--- src/rtl/lut_frame_decoder_pkg.sv ---
// Shared definitions for the LUT frame-address decoder: FSM encoding,
// error codes, frame-address field layout, and the Major -> column table.
package lut_frame_decoder_pkg;

    typedef enum logic [2:0] {
        ST_IDLE   = 3'd0,
        ST_LATCH  = 3'd1,
        ST_COLUMN = 3'd2,
        ST_ROW    = 3'd3,
        ST_DONE   = 3'd4
    } state_t;

    localparam logic [2:0] ERR_OK     = 3'd0;
    localparam logic [2:0] ERR_MINOR  = 3'd1;
    localparam logic [2:0] ERR_MAJOR  = 3'd2;
    localparam logic [2:0] ERR_OFFSET = 3'd3;
    localparam logic [2:0] ERR_RANGE  = 3'd4;

    // Frame address layout: {6'd0, Block_Type, Top, HCLK, Major, Minor}
    localparam int FA_UPPER_MSB = 31;
    localparam int FA_UPPER_LSB = 23;
    localparam int FA_TOP       = 22;
    localparam int FA_HCLK_MSB  = 21;
    localparam int FA_HCLK_LSB  = 17;
    localparam int FA_MAJOR_MSB = 16;
    localparam int FA_MAJOR_LSB = 7;
    localparam int FA_MINOR_MSB = 6;
    localparam int FA_MINOR_LSB = 0;

    // Minor frame selecting the even (X0) or odd (X1) column of a CLB pair
    localparam logic [6:0] MINOR_X0 = 7'd32;
    localparam logic [6:0] MINOR_X1 = 7'd26;

    // Device geometry
    localparam logic [14:0] MAX_Y    = 15'd150;
    localparam logic [14:0] Y_HALF   = 15'd50;
    localparam logic [14:0] COL_HT   = 15'd50;
    localparam logic [7:0]  COL_HALF = 8'd25;
    localparam logic [4:0]  MAX_HCLK = 5'd1;

    // Word-offset bands (after removing the Lut_hi shift): band 0 covers the
    // lower COL_HALF rows of a region, band 1 the upper ones.
    localparam logic [7:0] WO_B0_LO = 8'd1;
    localparam logic [7:0] WO_B0_HI = 8'((COL_HALF + 8'd1) >> 1);
    localparam logic [7:0] WO_B1_LO = 8'(WO_B0_HI + 8'd1);
    localparam logic [7:0] WO_B1_HI = 8'(COL_HALF + 8'd1);

    // Major range table: Majors lo..hi map to column pair (Major - k)
    localparam int MAJOR_RANGES = 8;
    localparam logic [9:0] MAJOR_LO [MAJOR_RANGES] = '{10'd2,  10'd7,  10'd18, 10'd21,
                                                       10'd30, 10'd43, 10'd54, 10'd59};
    localparam logic [9:0] MAJOR_HI [MAJOR_RANGES] = '{10'd5,  10'd16, 10'd19, 10'd28,
                                                       10'd41, 10'd52, 10'd57, 10'd62};
    localparam logic [9:0] MAJOR_K  [MAJOR_RANGES] = '{10'd2,  10'd3,  10'd4,  10'd5,
                                                       10'd6,  10'd7,  10'd8,  10'd9};

    // Combine a newly detected code with the accumulated one; lowest non-zero wins
    function automatic logic [2:0] merge_err(input logic [2:0] cur, input logic [2:0] new_code);
        logic [2:0] res;
        if (new_code == ERR_OK) begin
            res = cur;
        end else if ((cur == ERR_OK) || (new_code < cur)) begin
            res = new_code;
        end else begin
            res = cur;
        end
        return res;
    endfunction

endpackage

--- src/rtl/lut_frame_decoder_if.sv ---
// Request/response bundle between a readback controller and the decoder.
interface lut_frame_decoder_if;
    logic        Start;
    logic [31:0] Frame_address;
    logic [7:0]  word_offset;
    logic        Lut_hi;
    logic        msb_lsb;
    logic        Row_odd;
    logic [31:0] XYBel;
    logic        busy;
    logic        done_XY;
    logic        error;
    logic [2:0]  err_code;

    modport master (
        output Start, Frame_address, word_offset, Lut_hi, msb_lsb, Row_odd,
        input  XYBel, busy, done_XY, error, err_code
    );

    modport slave (
        input  Start, Frame_address, word_offset, Lut_hi, msb_lsb, Row_odd,
        output XYBel, busy, done_XY, error, err_code
    );
endinterface

--- src/rtl/lut_frame_decoder_major_to_x.sv ---
// Combinational Major -> column-pair decoder; o_valid is low for Majors
// that fall outside every CLB range (including the non-CLB gap columns).
module lut_frame_decoder_major_to_x
    import lut_frame_decoder_pkg::*;
(
    input  logic [9:0]  i_major,
    output logic [13:0] o_x_hi,
    output logic        o_valid
);

    // Search the range table; ranges are disjoint so at most one hits
    always_comb begin
        o_x_hi  = 14'd0;
        o_valid = 1'b0;
        for (int i = 0; i < MAJOR_RANGES; i++) begin
            if ((i_major >= MAJOR_LO[i]) && (i_major <= MAJOR_HI[i])) begin
                o_x_hi  = 14'(i_major - MAJOR_K[i]);
                o_valid = 1'b1;
            end else begin
            end
        end
    end

endmodule

--- src/rtl/lut_frame_decoder.sv ---
// Frame address + word offset -> XYBel decoder. A four-stage walk
// (LATCH, COLUMN, ROW, DONE) with errors accumulated across stages.
module lut_frame_decoder (
    input  logic                 Clk,
    input  logic                 Reset_n,
    lut_frame_decoder_if.slave   bus
);
    import lut_frame_decoder_pkg::*;

    state_t      r_state;
    state_t      w_next_state;
    logic        w_accept;

    logic [31:0] r_fa;
    logic [7:0]  r_wo;
    logic        r_lh;
    logic        r_ml;
    logic        r_ro;

    logic        r_top;
    logic [4:0]  r_hclk;
    logic [9:0]  r_major;
    logic [6:0]  r_minor;

    logic [14:0] r_x;
    logic [14:0] r_y;
    logic [2:0]  r_err;

    logic [31:0] r_xybel;
    logic        r_busy;
    logic        r_done;
    logic        r_error;
    logic [2:0]  r_err_code;

    logic [2:0]  w_latch_code;
    logic [13:0] w_x_hi;
    logic        w_major_ok;
    logic        w_x0;
    logic [2:0]  w_col_code;
    logic [7:0]  w_base;
    logic [14:0] w_yo;
    logic        w_row_ok;
    logic [14:0] w_y;
    logic [2:0]  w_row_code;

    assign w_accept = (r_state == ST_IDLE) && bus.Start;

    // State register
    always_ff @(posedge Clk or negedge Reset_n) begin
        if (!Reset_n) begin
            r_state <= ST_IDLE;
        end else begin
            r_state <= w_next_state;
        end
    end

    // Next-state: one cycle per stage, Start only considered when idle
    always_comb begin
        w_next_state = r_state;
        case (r_state)
            ST_IDLE:   w_next_state = bus.Start ? ST_LATCH : ST_IDLE;
            ST_LATCH:  w_next_state = ST_COLUMN;
            ST_COLUMN: w_next_state = ST_ROW;
            ST_ROW:    w_next_state = ST_DONE;
            ST_DONE:   w_next_state = ST_IDLE;
            default:   w_next_state = ST_IDLE;
        endcase
    end

    // Upper bits / Block_Type must be zero; bottom half only has HCLK 0..MAX_HCLK
    always_comb begin
        if ((r_fa[FA_UPPER_MSB:FA_UPPER_LSB] != 9'd0) ||
            (!r_fa[FA_TOP] && (r_fa[FA_HCLK_MSB:FA_HCLK_LSB] > MAX_HCLK))) begin
            w_latch_code = ERR_RANGE;
        end else begin
            w_latch_code = ERR_OK;
        end
    end

    lut_frame_decoder_major_to_x u_major_to_x (
        .i_major (r_major),
        .o_x_hi  (w_x_hi),
        .o_valid (w_major_ok)
    );

    assign w_x0 = (r_minor == MINOR_X1);

    // Minor selects the column within the pair; Major selects the pair
    always_comb begin
        if ((r_minor != MINOR_X0) && (r_minor != MINOR_X1)) begin
            w_col_code = ERR_MINOR;
        end else if (!w_major_ok) begin
            w_col_code = ERR_MAJOR;
        end else begin
            w_col_code = ERR_OK;
        end
    end

    // Lut_hi shifts the word-offset bands up by one word
    assign w_base = r_wo - {7'd0, r_lh};

    // Word offset gives row pairs; the band edges each carry only one parity
    always_comb begin
        w_yo     = 15'd0;
        w_row_ok = 1'b0;
        if ((w_base >= WO_B0_LO) && (w_base <= WO_B0_HI)) begin
            w_yo     = 15'({w_base - 8'd1, r_ro});
            w_row_ok = !((w_base == WO_B0_HI) && r_ro);
        end else if ((w_base >= WO_B1_LO) && (w_base <= WO_B1_HI)) begin
            w_yo     = 15'({w_base - 8'd2, r_ro});
            w_row_ok = !((w_base == WO_B1_LO) && !r_ro);
        end else begin
            w_yo     = 15'd0;
            w_row_ok = 1'b0;
        end
    end

    assign w_y = r_top ? w_yo : (Y_HALF + (15'(r_hclk) * COL_HT) + w_yo);

    // Row-stage error: malformed offset first, then out-of-device row
    always_comb begin
        if (!w_row_ok) begin
            w_row_code = ERR_OFFSET;
        end else if (w_y >= MAX_Y) begin
            w_row_code = ERR_RANGE;
        end else begin
            w_row_code = ERR_OK;
        end
    end

    // Capture the request, then step each stage's result into its register
    always_ff @(posedge Clk or negedge Reset_n) begin
        if (!Reset_n) begin
            r_fa    <= 32'd0;
            r_wo    <= 8'd0;
            r_lh    <= 1'b0;
            r_ml    <= 1'b0;
            r_ro    <= 1'b0;
            r_top   <= 1'b0;
            r_hclk  <= 5'd0;
            r_major <= 10'd0;
            r_minor <= 7'd0;
            r_x     <= 15'd0;
            r_y     <= 15'd0;
            r_err   <= ERR_OK;
        end else begin
            case (r_state)
                ST_IDLE: begin
                    if (w_accept) begin
                        r_fa  <= bus.Frame_address;
                        r_wo  <= bus.word_offset;
                        r_lh  <= bus.Lut_hi;
                        r_ml  <= bus.msb_lsb;
                        r_ro  <= bus.Row_odd;
                        r_err <= ERR_OK;
                    end
                end
                ST_LATCH: begin
                    r_top   <= r_fa[FA_TOP];
                    r_hclk  <= r_fa[FA_HCLK_MSB:FA_HCLK_LSB];
                    r_major <= r_fa[FA_MAJOR_MSB:FA_MAJOR_LSB];
                    r_minor <= r_fa[FA_MINOR_MSB:FA_MINOR_LSB];
                    r_err   <= merge_err(r_err, w_latch_code);
                end
                ST_COLUMN: begin
                    r_x   <= {w_x_hi, w_x0};
                    r_err <= merge_err(r_err, w_col_code);
                end
                ST_ROW: begin
                    r_y   <= w_y;
                    r_err <= merge_err(r_err, w_row_code);
                end
                default: begin
                end
            endcase
        end
    end

    // Registered outputs: results publish as DONE retires, held until next Start
    always_ff @(posedge Clk or negedge Reset_n) begin
        if (!Reset_n) begin
            r_xybel    <= 32'd0;
            r_busy     <= 1'b0;
            r_done     <= 1'b0;
            r_error    <= 1'b0;
            r_err_code <= ERR_OK;
        end else begin
            r_done <= 1'b0;
            if (w_accept) begin
                r_busy     <= 1'b1;
                r_error    <= 1'b0;
                r_err_code <= ERR_OK;
            end else if (r_state == ST_DONE) begin
                r_busy     <= 1'b0;
                r_done     <= 1'b1;
                r_error    <= (r_err != ERR_OK);
                r_err_code <= r_err;
                r_xybel    <= (r_err == ERR_OK) ? {r_x, r_y, r_lh, r_ml} : 32'd0;
            end
        end
    end

    assign bus.XYBel    = r_xybel;
    assign bus.busy     = r_busy;
    assign bus.done_XY  = r_done;
    assign bus.error    = r_error;
    assign bus.err_code = r_err_code;

endmodule

--- src/flat_wrapper.sv ---
// flat-port wrapper written by rule: the top's interface ports become plain ports
module lut_frame_decoder_flat import lut_frame_decoder_pkg::*;
  (Clk, Reset_n, bus_Start, bus_Frame_address, bus_word_offset, bus_Lut_hi, bus_msb_lsb, bus_Row_odd, bus_XYBel, bus_busy, bus_done_XY, bus_error, bus_err_code);
  lut_frame_decoder_if bus_i ();
  input  logic Clk;
  input  logic Reset_n;
  input wire logic [$bits(bus_i.Start)-1:0] bus_Start;
  input wire logic [$bits(bus_i.Frame_address)-1:0] bus_Frame_address;
  input wire logic [$bits(bus_i.word_offset)-1:0] bus_word_offset;
  input wire logic [$bits(bus_i.Lut_hi)-1:0] bus_Lut_hi;
  input wire logic [$bits(bus_i.msb_lsb)-1:0] bus_msb_lsb;
  input wire logic [$bits(bus_i.Row_odd)-1:0] bus_Row_odd;
  output wire logic [$bits(bus_i.XYBel)-1:0] bus_XYBel;
  output wire logic [$bits(bus_i.busy)-1:0] bus_busy;
  output wire logic [$bits(bus_i.done_XY)-1:0] bus_done_XY;
  output wire logic [$bits(bus_i.error)-1:0] bus_error;
  output wire logic [$bits(bus_i.err_code)-1:0] bus_err_code;
  assign bus_i.Start = bus_Start;
  assign bus_i.Frame_address = bus_Frame_address;
  assign bus_i.word_offset = bus_word_offset;
  assign bus_i.Lut_hi = bus_Lut_hi;
  assign bus_i.msb_lsb = bus_msb_lsb;
  assign bus_i.Row_odd = bus_Row_odd;
  assign bus_XYBel = bus_i.XYBel;
  assign bus_busy = bus_i.busy;
  assign bus_done_XY = bus_i.done_XY;
  assign bus_error = bus_i.error;
  assign bus_err_code = bus_i.err_code;
  lut_frame_decoder u_core (.Clk(Clk), .Reset_n(Reset_n), .bus(bus_i));
endmodule
--- config.mk ---
export PLATFORM = sky130hd
export DESIGN_NAME = lut_frame_decoder_flat
export DESIGN_NICKNAME = d
export VERILOG_FILES = /design/src/rtl/lut_frame_decoder_pkg.sv /design/src/rtl/lut_frame_decoder_if.sv /design/src/rtl/lut_frame_decoder_major_to_x.sv /design/src/rtl/lut_frame_decoder.sv /design/src/flat_wrapper.sv
export SDC_FILE = /design/constraint.sdc
export NUM_CORES = 1
export LEC_CHECK = 0
export BUFFER_PORTS_ARGS = -buffer_cell sky130_fd_sc_hd__buf_4
export CORE_ASPECT_RATIO = 1.25
export CORE_MARGIN = 3
export CORE_UTILIZATION = 60
export DETAILED_ROUTE_END_ITERATION = 7
export GPL_TIMING_DRIVEN = 0
export HOLD_SLACK_MARGIN = 0.12
export PLACE_DENSITY = 0.86
export SLEW_MARGIN = 0
export SYNTH_ARGS = -nofsm -noshare
export SYNTH_HDL_FRONTEND = slang
export SYNTH_SLANG_ARGS = --single-unit
--- constraint.sdc ---
create_clock -name Clk -period 11.8 [get_ports Clk]
set_input_delay 0.59 -clock Clk [delete_from_list [all_inputs] [get_ports Clk]]
set_output_delay 0.59 -clock Clk [all_outputs]
set_load 0.05 [all_outputs]
# --- Word level (Yosys, flattened, before mapping) ---
# Cells that the tools add are included.
totals:
  regBits: 140
  latchBits: 0
  mem_bits_rw: 0
  romBits: 0
  input_bits: 46
  output_inout_bits: 38
  word_cells: 154
  memories: 0
classes:
  addsub: 13
  multipliers: 1
  div_mod_pow: 0
  n_lt_le_gt_ge: 25
  n_eq_ne: 16
  shift: 0
  muxes: 45
  bitwise: 1
  n_reduce_logical: 35
op_table:
  columns: ["op", "count"]
  rows:
  - ["14-bit two-way mux", 8]
  - ["10-bit by 3-bit subtractor with 11-bit output (second input constant)", 4]
  - ["10-bit by 6-bit less-or-equal comparator with 1-bit output (second input constant)", 4]
  - ["3-bit two-way mux", 13]
  - ["32-bit two-way mux", 1]
  - ["10-bit by 5-bit >= comparator with 1-bit output (second input constant)", 3]
  - ["10-bit by 6-bit >= comparator with 1-bit output (second input constant)", 3]
  - ["10-bit by 5-bit less-or-equal comparator with 1-bit output (second input constant)", 3]
  - ["15-bit two-way mux", 2]
  - ["3-bit case mux with 4 select lines", 2]
  - ["10-bit by 2-bit subtractor with 11-bit output (second input constant)", 2]
  - ["10-bit by 4-bit subtractor with 11-bit output (second input constant)", 2]
  - ["1-bit two-way mux", 17]
  - ["8-bit by 4-bit == test with 1-bit output (second input constant)", 2]
  - ["15-bit adder", 1]
  - ["15-bit by 8-bit >= comparator with 1-bit output (second input constant)", 1]
  - ["1-bit logical AND", 15]
  - ["3-bit zero test", 5]
  - ["6-bit by 11-bit adder with 12-bit output (first input constant)", 1]
  - ["10-bit by 2-bit >= comparator with 1-bit output (second input constant)", 1]
  - ["10-bit by 3-bit >= comparator with 1-bit output (second input constant)", 1]
  - ["10-bit by 3-bit less-or-equal comparator with 1-bit output (second input constant)", 1]
  - ["5-bit by 5-bit multiplier with 10-bit output (second input constant)", 1]
  - ["3-bit < comparator", 3]
  - ["other kinds (27)", 40]

# --- Logic depth before layout (Yosys ltp) ---
depth:
  word_depth: 17
  depth_mapped: 28
  mapped_depth_nobuf: 28

# --- Modules after synthesis ---
# A second synthesis with hierarchy kept.
hier_totals:
  hier_cells: 843
  area_unflattened_um2: 8552.0
by_module_without_submodules:
  columns: ["mod", "n_inst", "cells_each", "area_per_inst_um2", "seq_area_each_um2"]
  rows:
  - ["lut_frame_decoder", 1, 626, 7030.5, 3353.2]
  - ["lut_frame_decoder_major_to_x", 1, 217, 1521.5, 0.0]

# --- Worst setup path before layout ---
# OpenSTA, ideal clock, no wires.
synth_timing:
  kind: "reg-to-reg"
  start: "register u_core.r_lh"
  end: "register u_core.r_err[0]"
  setup_time_ns: 0.080
  arrival_time_ns: 5.165
  required_ns: 11.720
  slack_ns: 6.555
  path_stages_with_launch: 25
  path_buffers: 0
  period_less_slack_ns: 5.245
  cell_sequence: "dfrtp_1 > ha_1 > ha_1 > ha_1 > inv_1 > or3_1 > a31oi_1 > a21o_1 > nand3_1 > o22ai_1 > ha_1 > a211oi_1 > nor2_1 > xor2_1 > a211o_1 > a2bb2oi_1 > o211a_1 > o21a_1 > nor2_1 > nor2_1 > ha_1 > nor2_1 > o41a_2 > o311ai_1 > a2bb2oi_1"
synth_between:
  elab_chain_cells: 14
  word_cells_on_any_way: 33
  cone_classes: "add/sub: 4; order compare: 6; eq/ne: 4; mux: 10; reduce/logical: 9"
synth_lines:
  columns: ["element", "line", "rtl"]
  rows:
  - ["from (decl)", "lut_frame_decoder.sv:16", "logic r_lh;"]
  - ["from (signal assigned)", "lut_frame_decoder.sv:152", "r_lh <= bus.Lut_hi;"]
  - ["8-bit by 1-bit subtractor with 8-bit output *", "lut_frame_decoder.sv:100", "assign w_base = r_wo - {7'd0, r_lh};"]
  - ["8-bit by 4-bit >= comparator with 1-bit output or 8-bit by 5-bit less-or-equal comparator with 1-bit output (tied branches)", "lut_frame_decoder.sv:109", "end else if ((w_base >= WO_B1_LO) && (w_base <= WO_B1_HI)) begin"]
  - ["1-bit logical AND", "lut_frame_decoder.sv:109", null]
  - ["9-bit two-way mux", "lut_frame_decoder.sv:109", null]
  - ["15-bit two-way mux", "lut_frame_decoder.sv:106", "if ((w_base >= WO_B0_LO) && (w_base <= WO_B0_HI)) begin"]
  - ["15-bit adder", "lut_frame_decoder.sv:118", "assign w_y = r_top ? w_yo : (Y_HALF + (15'(r_hclk) * COL_HT) + w_yo);"]
  - ["15-bit two-way mux", "lut_frame_decoder.sv:118", null]
  - ["15-bit by 8-bit >= comparator with 1-bit output", "lut_frame_decoder.sv:124", "end else if (w_y >= MAX_Y) begin"]
  - ["3-bit two-way mux", "lut_frame_decoder.sv:124", null]
  - ["3-bit two-way mux *", "lut_frame_decoder.sv:122", "if (!w_row_ok) begin"]
  - ["3-bit < comparator", "lut_frame_decoder_pkg.sv:62", "end else if ((cur == ERR_OK) || (new_code < cur)) begin"]
  - ["1-bit logical OR", "lut_frame_decoder_pkg.sv:62", null]
  - ["2-bit by 1-bit inequality test with 1-bit output (no line)", null, null]
  - ["8-bit AND reduction (no line)", null, null]
  - ["to (signal assigned)", "lut_frame_decoder.sv:163", "r_err <= merge_err(r_err, w_latch_code);"]
  - ["to (signal assigned)", "lut_frame_decoder.sv:167", "r_err <= merge_err(r_err, w_col_code);"]
  - ["to (signal assigned)", "lut_frame_decoder.sv:171", "r_err <= merge_err(r_err, w_row_code);"]
  - ["to (decl)", "lut_frame_decoder.sv:27", "logic [2:0] r_err;"]
# Every way passes the cells marked *; elsewhere a longest branch is shown, timed or not. The select of a mux whose other input is x is not followed.
# A chain may end at the register's enable or synchronous reset.

# --- Final worst setup path ---
# Same ends and word-level chain as after synthesis.

==> flow_summary.ini <==
[run_status]
status = finished, final reports clean

[floorplan]
die_h_microns = 136
core_area_sq_um = 12900
num_rows = 46
start_util = 0.625
io_pins = 84
die_area_sq_um = 14900
die_w_microns = 110

[placed_design]
routabilityCongestion = 1.05
dp_cells = 1072
numPortBuffers = 81
dp_hpwl_microns = 15100

[grt]
track_usage = 0.294
grt_pass1_vias = 6867
grt_max_degree = 94
grt-ovfl-total = 0
grt_antenna_before_repair = 0
grt_pass1_wl_microns = 34100

[critical_path]
cp-endpoint = u_core.r_err[0]
crit_fanout = 9
cp-startpoint = u_core.r_lh
r2r_cells = 24
setup.worst_path.end_class = flip-flop
reg2reg_to = u_core.r_err[0]
worst_ep_arrival_time_ps = 6460
reg2reg_slack_ps = 5670
reg2reg_from = u_core.r_lh
setup.worst_path.start_class = flip-flop
path_class = reg2reg
cp.required_ps = 12130

[final_layout]
drive_gt1_frac = 0.209
final_cells = 1105
area_growth_pct = 18.4
fillers = 891
final_cell_mix = dfrtp_1, buf_4, nand2_1
multi_input_area_sq_um = 4520
layout_commonest_cell = dfrtp_1
nets = 1025
seqCellArea_sq_um = 3250
antenna_cells = 0

[detailed_routing]
vias = 6951
drt_first_pass_iters = 5
wl_microns = 21100
ant_nets = 0
drt_iter0_drc = 519
post_drt_via_cell_ratio = 6.29
drt-wirelength-per-cell_microns = 19.1
drc = 0

[synth]
yosys.area_share.simple = 0.150
synth-adder-area-share = 0.0872
synth_edf_count = 0
yosys-top-cells-area = dfrtp_1, ha_1, mux2_2, nand2_1, a22o_1
async_flop_share = 1.00
yosysSeqAreaShare = 0.403
syn_inst = 821
synth_top_area_cell = dfrtp_1
synth_ff_type = dfrtp_1
synth_top_family_by_area = compound AO/OA/AOI/OAI gates
ys_types = 82
synth_top_area_share = 0.403
yosysWarningCount = 0
synth_seq_cells = 130
syn_area_per_cell_sq_um = 9.82
syn_area_sq_um = 8060
synth_compound_area_frac = 0.199
synthMuxAreaShare = 0.0869
synth_xor_area_frac = 0.0369

[sta]
fin_skew_ps = 8.98
finalHoldViolations = 0
rsz0062_at_grt = no
post-route-min-period_ps = 6130
max_freq_ghz = 0.163
slew_violations = 0
slew_headroom = 0.419
worst_pin_slew_ps = 865
fin_crit_sh = 0.519
finalSetupViolations = 0
fin_tns_setup_ps = 0

[clock_network]
cts_num_sinks = 130
clkTransAtPathRegs_ps = 60
cts_root_buf = clkbuf_16
clock_latency_ps = 420
ctsResizeCount = 0
cts_tree = yes
clock_path_buffers = 2
ctsHtreeMaxLevel = 4
cts_made_buffers = 17

[job]
cap_violations = 0

[worst_hold_path]
min_path_type = in2reg
-- kinds of logic (layout without fill, tap and decap cells) --
kind of cell    count (synthesis)  in the layout
compound gates                224            224
xor+xnor                       34             34
fa+ha+maj                      55             55
buf+inv                        71            186
flops                         130            130
mux                            63             63
other cells                     1              2
simple gates                  243            243
-- state kept, by name, indices dropped and copies added, names as in the netlist --
name and count:
u_core.bus.busy 1, u_core.r_ro 1, u_core.r_ml 1, u_core.r_top 1, u_core.r_err 3, u_core.bus.err_code 3, u_core.r_major 10, u_core.r_hclk 5
u_core.bus.XYBel 27, u_core.bus.done_XY 1, u_core.r_lh 1, u_core.r_wo 8, u_core.bus.error 1, u_core.r_minor 7, u_core.r_y 13, u_core.r_fa 32
u_core.r_state 3, u_core.r_x 12
-- metal layers --
| layer | GRT usage | vias up | share of wire |
|---|---|---|---|
| met3 | 0.0587 | 50 | 0.063 |
| met4 | 0.109 | 0 | 0.029 |
| met2 | 0.494 | 294 | 0.51 |
| met5 | 0 | - | 0 |
| li1 | - | 3221 | - |
| met1 | 0.372 | 3386 | 0.40 |
-- how the worst min path moves through the flow --
stage / start / cells past startpoint / endpoint / slack [ps]
global placement: u_core.r_fa[7] / 2 / u_core.r_major[0] / 460
CTS: bus_word_offset[1] / 3 / u_core.r_wo[1] / 380
detailed placement: u_core.r_x[10] / 2 / u_core.r_x[10] / 470
finish: bus_word_offset[1] / 3 / u_core.r_wo[1] / 390
global route: bus_Frame_address[14] / 2 / u_core.r_fa[14] / 400
floorplan: Reset_n / 0 / u_core.bus.XYBel[0] / 290
-- cells in the mapped netlist (15+ instances only) --
cell type	number
dfrtp_1	130
mux2_2	56
clkbuf_1	32
a21oi_1	35
nor2_1	57
nand2_1	77
o21ai_0	42
nand3_1	22
nor3_1	16
xnor2_1	19
inv_1	25
xor2_1	15
a22o_1	29
ha_1	53
-- repair_timing --
item | CTS | global route
buffers inserted | 0 | 0
hold buffers | 1 | 0
hold endpoints to repair | 37 | 0
-- worst max-delay path: stages (launching register included) --
cell and delay (ps):
dfrtp_1 460, ha_1 270, ha_1 480, ha_1 260, inv_1 100, or3_1 300
a31oi_1 330, a21o_1 360, nand3_1 150, o22ai_1 300, ha_1 290, a211oi_1 380
o21ai_0 200, and2_1 190, a21oi_1 180, a2bb2oi_1 210, o211a_1 170, o21a_1 200
nor2_1 60, nor2_1 90, ha_1 180, a311oi_1 50, o41a_2 480, o311ai_1 140
a2bb2oi_1 210
-- through the flow --
stage	worst slack [ps]	area, sq um	hold WS, ps	utilization
6_report	5670	9550	390	0.740
5_1_grt	5170	9550	398	0.740
4_1_cts	5720	9550	383	0.740
3_5_place_dp	5790	8920	466	0.692
3_3_place_gp	5820	8890	455	0.689
2_1_floorplan	6560	8070	294	-
-- layout make-up --
cell class	count	area share
Buffer	44	0.0203
Clock buffer	18	0.0460
Clock inverter	14	0.0187
Inverter	27	0.0106
Multi-Input combinational cell	621	0.473
Sequential cell	130	0.341
Tap cell	168	0.0220
Timing Repair Buffer	83	0.0680
Power is left out: the tool's default activity adds up to more than one toggle a clock period on the data nets, which glitch-free logic cannot reach.
